**src/rtl/score_display_ctrl.sv**
```systemverilog
// score_display_ctrl
// Takes a binary value through a valid/ready handshake and converts it to BCD
// with a double-dabble that shifts one bit per clock. The digits are committed
// to the display register only on a frame pulse, so the picture never tears.
// Each pixel, the slot covering (sx,sy) is found and the glyph generator is
// given that slot's position and digit.
module score_display_ctrl #(
  parameter int DIGITS   = 4,
  parameter int BIN_W    = 14,
  parameter int DIGIT_W  = 16,
  parameter int DIGIT_H  = 20,
  parameter int GAP      = 4,
  parameter int LZ_BLANK = 1
) (
  input  logic             i_clk,
  input  logic             i_rst,
  input  logic [9:0]       i_sx,
  input  logic [9:0]       i_sy,
  input  logic             i_frame,
  input  logic [9:0]       i_originX,
  input  logic [9:0]       i_originY,
  input  logic [BIN_W-1:0] i_value,
  input  logic             i_valueValid,
  output logic             o_valueReady,
  output logic             o_busy,
  output logic [9:0]       o_digitX,
  output logic [9:0]       o_digitY,
  output logic [3:0]       o_digit,
  output logic             o_digitEn
);

  localparam int BCD_W = 4 * DIGITS;
  localparam int CNT_W = $clog2(BIN_W + 1);
  localparam int PITCH = DIGIT_W + GAP;
  localparam logic [31:0] MAX_VAL = 32'(10 ** DIGITS - 1);
  localparam logic [BCD_W-1:0] ALL_NINES = {DIGITS{4'd9}};

  typedef enum logic [1:0] {IDLE, CONV, PEND} state_t;

  state_t             r_state;
  logic [BIN_W-1:0]   r_bin;
  logic [BCD_W-1:0]   r_bcd;
  logic [CNT_W-1:0]   r_cnt;
  logic               r_sat;
  logic [BCD_W-1:0]   r_disp;
  logic               r_ready;
  logic               r_busy;
  logic [BCD_W-1:0]   w_adj;

  // Double-dabble correction: any nibble of 5 or more gets 3 added so the
  // following left shift carries correctly into the next decimal digit.
  function automatic logic [BCD_W-1:0] addThree(input logic [BCD_W-1:0] bcd);
    logic [BCD_W-1:0] res;
    res = bcd;
    for (int k = 0; k < DIGITS; k++) begin
      if (bcd[4*k +: 4] >= 4'd5) begin
        res[4*k +: 4] = bcd[4*k +: 4] + 4'd3;
      end
    end
    return res;
  endfunction

  // Corrected accumulator that the current shift consumes.
  always_comb begin
    w_adj = addThree(r_bcd);
  end

  // Handshake, conversion sequencer and frame-synchronous commit.
  always_ff @(posedge i_clk) begin
    if (i_rst) begin
      r_state <= IDLE;
      r_bin   <= '0;
      r_bcd   <= '0;
      r_cnt   <= '0;
      r_sat   <= 1'b0;
      r_disp  <= '0;
      r_ready <= 1'b1;
      r_busy  <= 1'b0;
    end else begin
      case (r_state)
        IDLE: begin
          if (i_valueValid && r_ready) begin
            r_bin   <= i_value;
            r_bcd   <= '0;
            r_sat   <= (32'(i_value) > MAX_VAL);
            r_cnt   <= CNT_W'(BIN_W);
            r_state <= CONV;
            r_ready <= 1'b0;
            r_busy  <= 1'b1;
          end
        end
        CONV: begin
          r_bcd <= {w_adj[BCD_W-2:0], r_bin[BIN_W-1]};
          r_bin <= {r_bin[BIN_W-2:0], 1'b0};
          r_cnt <= r_cnt - CNT_W'(1);
          if (r_cnt == CNT_W'(1)) begin
            r_state <= PEND;
          end
        end
        PEND: begin
          if (i_frame) begin
            r_disp  <= r_sat ? ALL_NINES : r_bcd;
            r_state <= IDLE;
            r_ready <= 1'b1;
            r_busy  <= 1'b0;
          end
        end
        default: begin
          r_state <= IDLE;
          r_ready <= 1'b1;
          r_busy  <= 1'b0;
        end
      endcase
    end
  end

  assign o_valueReady = r_ready;
  assign o_busy       = r_busy;

  // Pixel-to-slot mapping; leading-zero blanking tracks whether every digit
  // up to and including the current slot is zero.
  always_comb begin : slotMap
    logic       zeroRun;
    logic       inX;
    logic       inY;
    logic [9:0] slotStart;
    logic [3:0] slotDigit;
    o_digitEn = 1'b0;
    o_digit   = 4'd0;
    o_digitX  = i_originX;
    o_digitY  = i_originY;
    zeroRun   = 1'b1;
    inX       = 1'b0;
    slotStart = i_originX;
    slotDigit = 4'd0;
    inY = (i_sy >= i_originY) && ((i_sy - i_originY) < 10'(DIGIT_H));
    for (int i = 0; i < DIGITS; i++) begin
      slotStart = i_originX + 10'(i * PITCH);
      slotDigit = r_disp[BCD_W-4-4*i +: 4];
      zeroRun   = zeroRun && (slotDigit == 4'd0);
      inX = (i_sx >= slotStart) && ((i_sx - slotStart) < 10'(DIGIT_W));
      if (inX && inY) begin
        o_digitX  = slotStart;
        o_digit   = slotDigit;
        o_digitEn = !((LZ_BLANK != 0) && (i < DIGITS - 1) && zeroRun);
      end
    end
  end

endmodule

```
**config.mk**
```make
export PLATFORM = sky130hd
export DESIGN_NAME = score_display_ctrl
export DESIGN_NICKNAME = d
export VERILOG_FILES = /design/src/rtl/score_display_ctrl.sv
export SDC_FILE = /design/constraint.sdc
export NUM_CORES = 1
export LEC_CHECK = 0
export CAP_MARGIN = 15
export CORE_MARGIN = 1.5
export CORE_UTILIZATION = 45
export DETAILED_ROUTE_END_ITERATION = 8
export PLACE_DENSITY = 0.78
export SKIP_LAST_GASP = 1
export SYNTH_ARGS = -nofsm -noshare
export SYNTH_HDL_FRONTEND = slang
export SYNTH_SLANG_ARGS = --single-unit
```
**constraint.sdc**
```tcl
create_clock -name i_clk -period 4.9 [get_ports i_clk]
set_input_delay 0.98 -clock i_clk [delete_from_list [all_inputs] [get_ports i_clk]]
set_output_delay 0.98 -clock i_clk [all_outputs]
set_load 0.005 [all_outputs]
```
==> impl_metrics.ini <==
[status]
status = finished with violations
violations = setup timing

[floorplanning]
start_util_pct = 45.81
design.core.area_um2 = 11320
io_pins = 85
die_area_um2 = 12180
die_h_um = 110.4
die_x_um = 110.4
rows = 39

[timing]
relSlewSlack_pct = 38.16
setup_viol = 13
hold_violations = 0
setup_ws_ps = -487.8
timing.hold.ws_ps = 452.3
finClkSkew_ps = 3.240
rsz0062_at_grt = yes
fin_crit_sh_pct = 110.0
drv_slew = 0
tightest_slew_ps = 927.6
fmax_mhz = 185.6
period_needed_ps = 5388

[grt]
overflow = 0
busiest_layer = met2
use_met1_pct = 29.94
grt_max_degree = 56
grt_pass1_wl_um = 26730
grt_pass1_vias = 6020
grt_use_met2_pct = 53.48
antenna_found_initial = 0
use_met3_pct = 3.116
grt_util_all_layers_pct = 27.57

[setup_path]
critPathArrivalTime_ps = 4410
crit_family = compound AO/OA/AOI/OAI gates
crit_chain = dlygate4sd2_1 > buf_6 > nor2_1 > nor2_1 > xnor2_1 > ha_1 > nor3b_2 > a21oi_1 > a2111oi_4 > a211oi_2 > buf_4 > a2111oi_4 > buf_4 > o2111ai_4 > o221a_1 > or3_1 > a21boi_2 > buf_2
required_ps = 3920
critPathKind = in2out
critPathMaxFanout = 7
endpoint_kind = output pin
cpPeakStageDelay_ps = 370
startpoint_type = input pin
path_buf_inv = 5
cp_slowest_cell = or3_1
r2r_slack_ps = 3160

[yosys]
netlist_area_um2 = 5186
synth_fp_nets = 804
synth_ff_type = dfxtp_1
netlist_instances = 692
ys_seq_area_share_pct = 21.23
ys_ff_latch = 55
synth_area_per_cell_um2 = 7.495
ys_warn_count = 0
synth_cell_type_count = 80
async_flop_share_pct = 0
synth_edf_count = 0

[route]
wl_um = 18650
drt_pass1_iterations = 5
ant_nets = 0
via_per_inst = 5.735
route.detailed.drc = 0
routedWlPerCell_um = 17.73
vias = 6033
drt_iter0_markers = 259

[clock_network]
htree_num_levels = 2
hold_buffers = 0
root_buffer = clkbuf_16
clk_latency_ps = 290
cts_buffers = 5
clk_pin_slew_ps = 70
cts.sinks = 55
cts_max_path_buffers = 2
cts_tree = yes

[layout]
diodes = 0
flow.area_growth_from_synthesis_pct = 57.01
drive_gt1_share_pct = 35.42
fin_area_um2 = 8143
nNetsFinal = 1020

[power]
power_uw = 1664
p_per_area_nw_per_um2 = 204.3
p_comb_share_pct = 44.0
p_clk_share_pct = 26.8
p_sw_share_pct = 32.40
pwr-share-seq_pct = 29.2
irDropWorstVdd_uv = 246.8
net-switching-power_uw = 539.0
power.internal_uw = 1125
p_leak_uw = 0.003392

[hold_path]
hold_class = reg2reg

[place]
hpwl_um = 12230
gp_congestion = 0.9503
io_buffer_count = 84
placed_area_um2 = 6908
dp_worst_setup_slack_ps = -1193

[flow_run]
cap_viol_max_count = 0
[cell type report]
cell class	count	area [um^2]
inverters	48	190.2
well taps	143	178.9
multi-input cells	548	4387
fillers	825	3178
clock buffers	6	128.9
clock inverters	2	60.06
repair buffers	250	2097
flip-flops and latches	55	1101
[layout by cell type (no fill, tap or decap), types with 7 or more instances in the layout]
cell type | Yosys | routed
xor2_1 | 14 | 12
ha_4 | 0 | 15
ha_1 | 54 | 37
inv_1 | 47 | 40
xnor2_2 | 1 | 7
nand2_1 | 73 | 66
nor2_1 | 57 | 52
xnor2_1 | 21 | 15
or3_1 | 9 | 7
buf_4 | 14 | 144
clkdlybuf4s50_1 | 0 | 56
nand2b_1 | 9 | 8
dlygate4sd2_1 | 0 | 9
nor3_1 | 35 | 31
a21oi_1 | 67 | 51
a21oi_2 | 0 | 11
dfxtp_1 | 55 | 55
nand3_1 | 27 | 25
buf_2 | 1 | 15
o21ai_0 | 32 | 22
o21a_1 | 7 | 7
a311oi_1 | 9 | 9
buf_6 | 3 | 21
[power groups by stage]
stage	registers (uW)	clock network (uW)	logic, uW
3_5_place_dp	496	0	558
4_1_cts	486	453	649
6_report	486	446	732
5_1_grt	489	469	782
3_3_place_gp	494	0	539
2_1_floorplan	489	0	310
[flip-flops by register name, summed over array words and instances (netlist names)]
signal and cells:
r_bcd 16, r_disp 16, r_bin 14, r_cnt 4
r_state 2, o_busy 1, o_valueReady 1, r_sat 1
[path summary, 6_finish.rpt]
kind                                   start     endpoint  cells past startpoint
worst min register to register     r_disp[2]    r_disp[2]                      2
worst max register to register    r_state[1]     r_bcd[7]                      7
worst min-delay path               r_disp[2]    r_disp[2]                      2
worst max-delay path            i_originX[5]  o_digitX[5]                     18
[worst reg2reg max path: cells and delay by family, from the launching register on]
kind | cells | cell delay, ps
flip-flops | 1 | 390
AND/OR/NAND/NOR | 4 | 720
buffers and inverters | 1 | 190
AO/OA/AOI/OAI | 2 | 370
[routing by layer]
metal	vias to the layer above	wire length, um
li1	2913	-
met1	2826	6999
met2	230	9925
met3	64	938
met4	0	789
met5	-	0
[synth_stat cells, types with 4 or more instances]
cell | count | share of area (%)
nor3_1 | 35 | 3.4
a31oi_1 | 6 | 0.72
xnor2_1 | 21 | 3.5
clkbuf_1 | 19 | 1.4
or3_1 | 9 | 1.1
inv_1 | 47 | 3.4
a22oi_1 | 4 | 0.58
buf_4 | 14 | 2.0
o21a_1 | 7 | 1.0
a21o_1 | 6 | 0.87
o22ai_1 | 4 | 0.48
a311oi_1 | 9 | 1.5
nor4_1 | 6 | 0.72
dfxtp_1 | 55 | 21
or4_1 | 4 | 0.58
nor2b_1 | 4 | 0.48
nand3_1 | 27 | 2.6
ha_1 | 54 | 13
nor2_1 | 57 | 4.1
xor2_1 | 14 | 2.4
nand3b_1 | 4 | 0.58
nand2b_1 | 9 | 1.1
mux2i_1 | 12 | 2.3
and2_1 | 6 | 0.72
nand2_1 | 73 | 5.3
a21oi_1 | 67 | 6.5
nand4_1 | 6 | 0.72
nand4b_1 | 4 | 0.68
o21ai_0 | 32 | 3.1
[logic make-up (layout without fill, tap and decap cells)]
family                   after synthesis  count (layout)  share of synthesized area (%)
AND/OR/NAND/NOR                      263             264                          25.31
AO/OA/AOI/OAI                        180             180                          22.87
buffers and inverters                 90             306                          8.371
flip-flops                            55              55                          21.23
adder cells (fa/ha/maj)               54              54                          13.03
XOR/XNOR                              37              37                          6.659
multiplexers                          13              13                          2.533
[per-stage QoR]
stage               std cells  utilization [%]  setup TNS, ps
floorplan                 692                -              0
global placement         1001            61.02         -13220
detailed placement       1001            61.02         -14130
CTS                      1046            68.89          -3008
global route             1052            71.93          -5810
finish                   1052            71.93          -4770
[timing repair]
action	in CTS	in global routing
endpoints found under the setup margin	13	13
gates cloned	1	0
resized for setup	177	60
hold endpoints to repair	0	0
pin swaps	54	41
setup buffers	36	8
No activity file was read; power rests on OpenSTA's default activity.
